<file path="src/rtl/fp_sqr_sched.sv">
// Two-port round-robin scheduler for a multi-cycle square-root unit, one operation in flight.
// Define FP_SQR_SCHED_TIMEOUT_EN to enable the WAIT-state watchdog (quiet-NaN response on expiry).
module fp_sqr_sched #(
   parameter int W       = 32,
   parameter int LAT_MIN = 3,
   parameter int TIMEOUT = 64
) (
   input  logic         clk,
   input  logic         rst,
   input  logic [1:0]   req_valid,
   output logic [1:0]   req_ready,
   input  logic [W-1:0] req_op0,
   input  logic [W-1:0] req_op1,
   input  logic [2:0]   req_rm0,
   input  logic [2:0]   req_rm1,
   output logic [1:0]   rsp_valid,
   input  logic [1:0]   rsp_ready,
   output logic [W-1:0] rsp_data,
   output logic [5:0]   rsp_flags,
   output logic [W-1:0] sqr_in,
   output logic [2:0]   sqr_round_m,
   output logic         sqr_act,
   input  logic [W-1:0] sqr_out,
   input  logic         sqr_done,
   input  logic         sqr_ov,
   input  logic         sqr_un,
   input  logic         sqr_inv,
   input  logic         sqr_inexact
);
   localparam int CMAX = (TIMEOUT > LAT_MIN) ? TIMEOUT : LAT_MIN;
   localparam int CW   = $clog2(CMAX + 1);

   typedef enum logic [1:0] {IDLE, ISSUE, WAIT, RESP} state_t;

   state_t         state, nxt;
   logic [W-1:0]   op_r, rsp_data_r;
   logic [2:0]     rm_r;
   logic [4:0]     flg_r;
   logic [CW-1:0]  cnt;
   logic [1:0]     rdy;
   logic           last_gnt, g_r, gnt, take, done_ok, to_hit;

   always_comb begin
      nxt     = state;
      rdy     = 2'b00;
      gnt     = 1'b0;
      take    = 1'b0;
      done_ok = 1'b0;
      to_hit  = 1'b0;
      case (state)
         IDLE: if (|req_valid) begin
            // on a tie the port that was not served last wins
            gnt      = (&req_valid) ? ~last_gnt : req_valid[1];
            rdy[gnt] = 1'b1;
            take     = 1'b1;
            nxt      = ISSUE;
         end
         ISSUE: nxt = WAIT;
         WAIT: begin
            // a done seen this early may belong to the previous operation
            done_ok = sqr_done && (cnt >= CW'(LAT_MIN));
`ifdef FP_SQR_SCHED_TIMEOUT_EN
            to_hit  = !done_ok && (cnt == CW'(TIMEOUT));
`endif
            if (done_ok || to_hit) nxt = RESP;
         end
         RESP: if (rsp_ready[g_r]) nxt = IDLE;
         default: nxt = IDLE;
      endcase
   end

   always_ff @(posedge clk) begin
      if (!rst) state <= IDLE;
      else      state <= nxt;
   end

`ifdef FP_SQR_SCHED_TIMEOUT_EN
   localparam logic [W-1:0] FP_NANQ = W'(32'h7FC0_0000);
   logic to_r;

   always_ff @(posedge clk) begin
      if (!rst)         to_r <= 1'b0;
      else if (done_ok) to_r <= 1'b0;
      else if (to_hit)  to_r <= 1'b1;
   end
   assign rsp_flags = {to_r, flg_r};
`else
   assign rsp_flags = {1'b0, flg_r};
`endif

   always_ff @(posedge clk) begin
      if (!rst) begin
         last_gnt   <= 1'b1;
         g_r        <= 1'b0;
         cnt        <= '0;
         op_r       <= '0;
         rm_r       <= '0;
         rsp_data_r <= '0;
         flg_r      <= '0;
      end else begin
         if (take) begin
            op_r     <= gnt ? req_op1 : req_op0;
            rm_r     <= gnt ? req_rm1 : req_rm0;
            g_r      <= gnt;
            last_gnt <= gnt;
         end
         if (state == ISSUE) cnt <= '0;
         else if (state == WAIT) begin
`ifdef FP_SQR_SCHED_TIMEOUT_EN
            if (cnt != CW'(TIMEOUT)) cnt <= cnt + 1'b1;
`else
            // without the watchdog the count only gates done, so it stops at LAT_MIN
            if (cnt < CW'(LAT_MIN)) cnt <= cnt + 1'b1;
`endif
         end
         if (done_ok) begin
            rsp_data_r <= sqr_out;
            flg_r      <= {sqr_inv, sqr_ov, sqr_un, sqr_inexact, 1'b0};
         end
`ifdef FP_SQR_SCHED_TIMEOUT_EN
         else if (to_hit) begin
            rsp_data_r <= FP_NANQ;
            flg_r      <= 5'b10000;
         end
`endif
      end
   end

   assign req_ready   = rst ? rdy : 2'b00;
   assign rsp_valid   = (rst && state == RESP) ? (g_r ? 2'b10 : 2'b01) : 2'b00;
   assign sqr_act     = rst && (state == ISSUE || state == WAIT);
   assign sqr_in      = op_r;
   assign sqr_round_m = rm_r;
   assign rsp_data    = rsp_data_r;

endmodule

</file>
<file path="config.mk">
export PLATFORM = sky130hd
export DESIGN_NAME = fp_sqr_sched
export DESIGN_NICKNAME = d
export VERILOG_FILES = /design/src/rtl/fp_sqr_sched.sv
export SDC_FILE = /design/constraint.sdc
export NUM_CORES = 1
export LEC_CHECK = 0
export ABC_CLOCK_PERIOD_IN_PS = 2850
export BUFFER_PORTS_ARGS = -buffer_cell sky130_fd_sc_hd__buf_2
export CORE_MARGIN = 2
export CORE_UTILIZATION = 40
export CTS_BUF_LIST = sky130_fd_sc_hd__clkbuf_16
export DETAILED_ROUTE_END_ITERATION = 10
export GPL_ROUTABILITY_DRIVEN = 0
export MAX_ROUTING_LAYER = met4
export PLACE_DENSITY = 0.73
export SYNTH_ARGS = -nofsm -noshare
export SYNTH_HDL_FRONTEND = slang
export SYNTH_SLANG_ARGS = --single-unit
export TNS_END_PERCENT = 30
</file>
<file path="constraint.sdc">
create_clock -name clk -period 2.85 [get_ports clk]
set_input_delay 0.7125 -clock clk [delete_from_list [all_inputs] [get_ports clk]]
set_output_delay 0.7125 -clock clk [all_outputs]
set_load 0.01 [all_outputs]
</file>
==> parameters.txt <==
Parameter                              Value

Outcome
  Status    complete, no violations

Synth
  Synthesized instance count    380
  Post-synth EDFFs    0
  Share of the yosys chip area belonging to registers    0.467
  Primary FF master, synth    sky130_fd_sc_hd__dfxtp_1
  Count of cell types in the netlist    36
  Mean Syn Cell Area    9.25 µm²
  Number of warnings reported in the yosys synthesis log    0
  Cell area after technology mapping    3510 µm²
  Number of flip-flops and latches in the synthesized netlist    82
  Async set-reset flop share out of synthesis    0

Pwr
  Total power of the final layout    0.00348 W
  Pwr Density    732 nW/µm²
  Leakage    2.10 nW
  Highest ir drop seen on vdd    376 µV

Global route
  Number of antenna violations at the first check in global routing    0
  Number of global-route vias before repair    3228
  First-pass GRT wire length    14.9 mm
  Total gr overflow    0
  GRT Util Overall    0.192
  Maximum number of pins on one net before global-route repair    47

Final layout
  Diodes inserted    0
  Share of cells above drive strength 1    0.500
  Final core area utilization    0.550
  Final Instance Count excl. Fillers    670
  Area Overhead vs Synth    35.0%
  Net count of the finished layout    676
  Most common library cell in the layout ignoring fill and taps    sky130_fd_sc_hd__buf_2
  Most frequent cells in the layout    188 x sky130_fd_sc_hd__buf_2, 82 x sky130_fd_sc_hd__dfxtp_1, 81 x sky130_fd_sc_hd__nand2_1
  Count of fill cells added during filler insertion    819

STA
  Number of setup violations in the final report    0
  Post-Route Skew    0.00743 ns
  Number of max-slew violations in the final report    0
  Slew at the pin with the worst max-slew slack    0.522 ns
  Post-route worst setup slack    0.524 ns
  Unrepaired setup endpoints after global routing    no
  Time the final worst path needs with I/O delays and setup    2.33 ns
  Number of hold violations in the final report    0
  Final period util    0.816
  Setup total negative slack    0 ns
  Maximum operating frequency    430 MHz
  Max transition margin    0.652

Clock tree
  Total clock sinks    82
  Count of buffers added by post-CTS timing repair for setup    0
  CTS clock-pin slew for the worst setup and hold paths    0.06 ns
  Cts-stage hold buffer count    0
  Clock tree from TritonCTS    done
  Maximum clock insertion buffer count    2
  Resized cells post-CTS    0
  Number of buffers created by CTS    9
  Worst-Skew Late Latency    0.32 ns
  Clock root buffer master    sky130_fd_sc_hd__clkbuf_16
  Total number of H-tree levels    3

Detailed routing
  DRC marker count from the first detailed-route iteration    80
  Remaining number of nets flagged by the antenna check after routing    0
  Pre-Repair DR Iteration Count    4
  Remaining DRCs    0
  WL final    9.12 mm
  Total number of vias    3335
  Wire per inst    13.6 µm
  Via density    4.98

Placed design
  Worst slack at placement    0.689 ns
  Post-placement cell count    654
  HPWL Detailed    6.76 mm
  Count of input and output buffers    188

Setup path
  Data required time of the critical path    2.14 ns
  Maximum cell stage delay along the critical path    0.36 ns
  Largest delay share family, worst path    buffers and inverters
  Buf+Inv Stages, Crit Path    3
  Launching instance or port of the critical path    state[0]$_SDFFE_PN0P_
  Minimum setup slack among reg-to-reg paths    0.97 ns
  Crit path cell chain    inv_1 -> ha_1 -> inv_2 -> nor2_4 -> and3_1 -> buf_2
  Crit path launch type    flip-flop
  Maximum net fanout on the critical path    5
  Critical path arrival    1.61 ns
  Element type at the critical path end    output port
  Launch instance of the worst register-to-register path    cnt[0]$_SDFFE_PP0P_
  Setup Crit Path Kind    flip-flop to output port
  Max stage delay cell, worst path    sky130_fd_sc_hd__dfxtp_1

Run
  Maximum Capacitance Violations    0

Die
  Core Footprint    8640 µm²
  Die outline area    9550 µm²
  Effective utilization at floorplan    0.407
  # rows    34
  Die width    97.7 µm
  IO Pins    191
  Die extent in y    97.7 µm

Min path
  Worst min-delay path category    flip-flop to flip-flop
  Origin of the worst min-delay path    sqr_in[0]$_SDFFE_PN0P_
## cell usage after synthesis (4+ instances only)
library cell / instances / area, µm²
sky130_fd_sc_hd__inv_1: 5 / 18.8
sky130_fd_sc_hd__nand2_1: 81 / 304
sky130_fd_sc_hd__clkbuf_1: 6 / 22.5
sky130_fd_sc_hd__buf_1: 4 / 15.0
sky130_fd_sc_hd__dfxtp_1: 82 / 1640
sky130_fd_sc_hd__buf_4: 8 / 60.1
sky130_fd_sc_hd__a21oi_2: 31 / 272
sky130_fd_sc_hd__nand2_2: 30 / 188
sky130_fd_sc_hd__a21oi_1: 43 / 215
sky130_fd_sc_hd__nor2_1: 8 / 30.0
sky130_fd_sc_hd__buf_2: 8 / 40.0
sky130_fd_sc_hd__o221ai_1: 35 / 307
sky130_fd_sc_hd__and2_1: 4 / 25.0
sky130_fd_sc_hd__ha_1: 6 / 75.1
## metrics by stage
step	hold WS [ns]	instance area, µm²
floorplan	0.471	3520
global route	0.464	4750
global placement	0.437	4450
CTS	0.449	4750
finish	0.446	4750
detailed placement	0.440	4450
## per-layer routing
layer,GRT usage,part of all wire,vias up
met5,-,0,-
met4,0.0524,0.013,0
met3,0.0358,0.065,12
met2,0.333,0.48,133
met1,0.230,0.44,1515
li1,-,-,1675
## worst register-to-register path: cells and delay by family, from the launching register on
family                     cells  cell delay, ns
and+or+nand+nor                2            0.27
adders and majority gates      1            0.29
AOI/OAI and AO/OA              2            0.65
buffers and inverters          1            0.25
DFF                            1            0.36
## state kept, by name, indices dropped and copies added, names as in the netlist
name,flops
g_r,1
rsp_data,32
cnt,7
sqr_round_m,3
sqr_in,32
flg_r,4
state,2
last_gnt,1
## power by group
group / switching (W) / internal (W) / leakage, nW / total (W)
sequential: 0.0000835 / 0.00130 / 0.668 / 0.00138
combinational: 0.000587 / 0.000393 / 1.29 / 0.000980
clock: 0.000441 / 0.000676 / 0.147 / 0.00112
## logic make-up after synthesis
logic type / count (synthesis) / synth area share
buffers and inverters: 36 / 0.0659
AO/OA/AOI/OAI: 118 / 0.252
adder cells (fa/ha/maj): 6 / 0.0214
XOR/XNOR: 1 / 0.00249
AND/OR/NAND/NOR: 133 / 0.182
multiplexers: 3 / 0.00854
flip-flops: 82 / 0.467
other: 1 / 0.00107
## path summary, 6_finish.rpt
check | end | depth (start not counted)
setup / recovery | req_ready[0] | 6
hold / removal | sqr_in[0]$_SDFFE_PN0P_ | 2
setup reg to reg | rsp_data[22]$_SDFFE_PN0P_ | 6
hold reg to reg | sqr_in[0]$_SDFFE_PN0P_ | 2
## layout make-up
class / count / area, µm² / share of cell area
Multi-Input combinational cell: 263 / 1650 / 0.347
Sequential cell: 82 / 1640 / 0.346
Inverter: 6 / 22.5 / 0.00475
Tap cell: 108 / 135 / 0.0285
Timing Repair Buffer: 195 / 1010 / 0.212
Clock inverter: 7 / 68.8 / 0.0145
Clock buffer: 9 / 225 / 0.0475
Note: power is estimated with default switching activity, not from simulation.
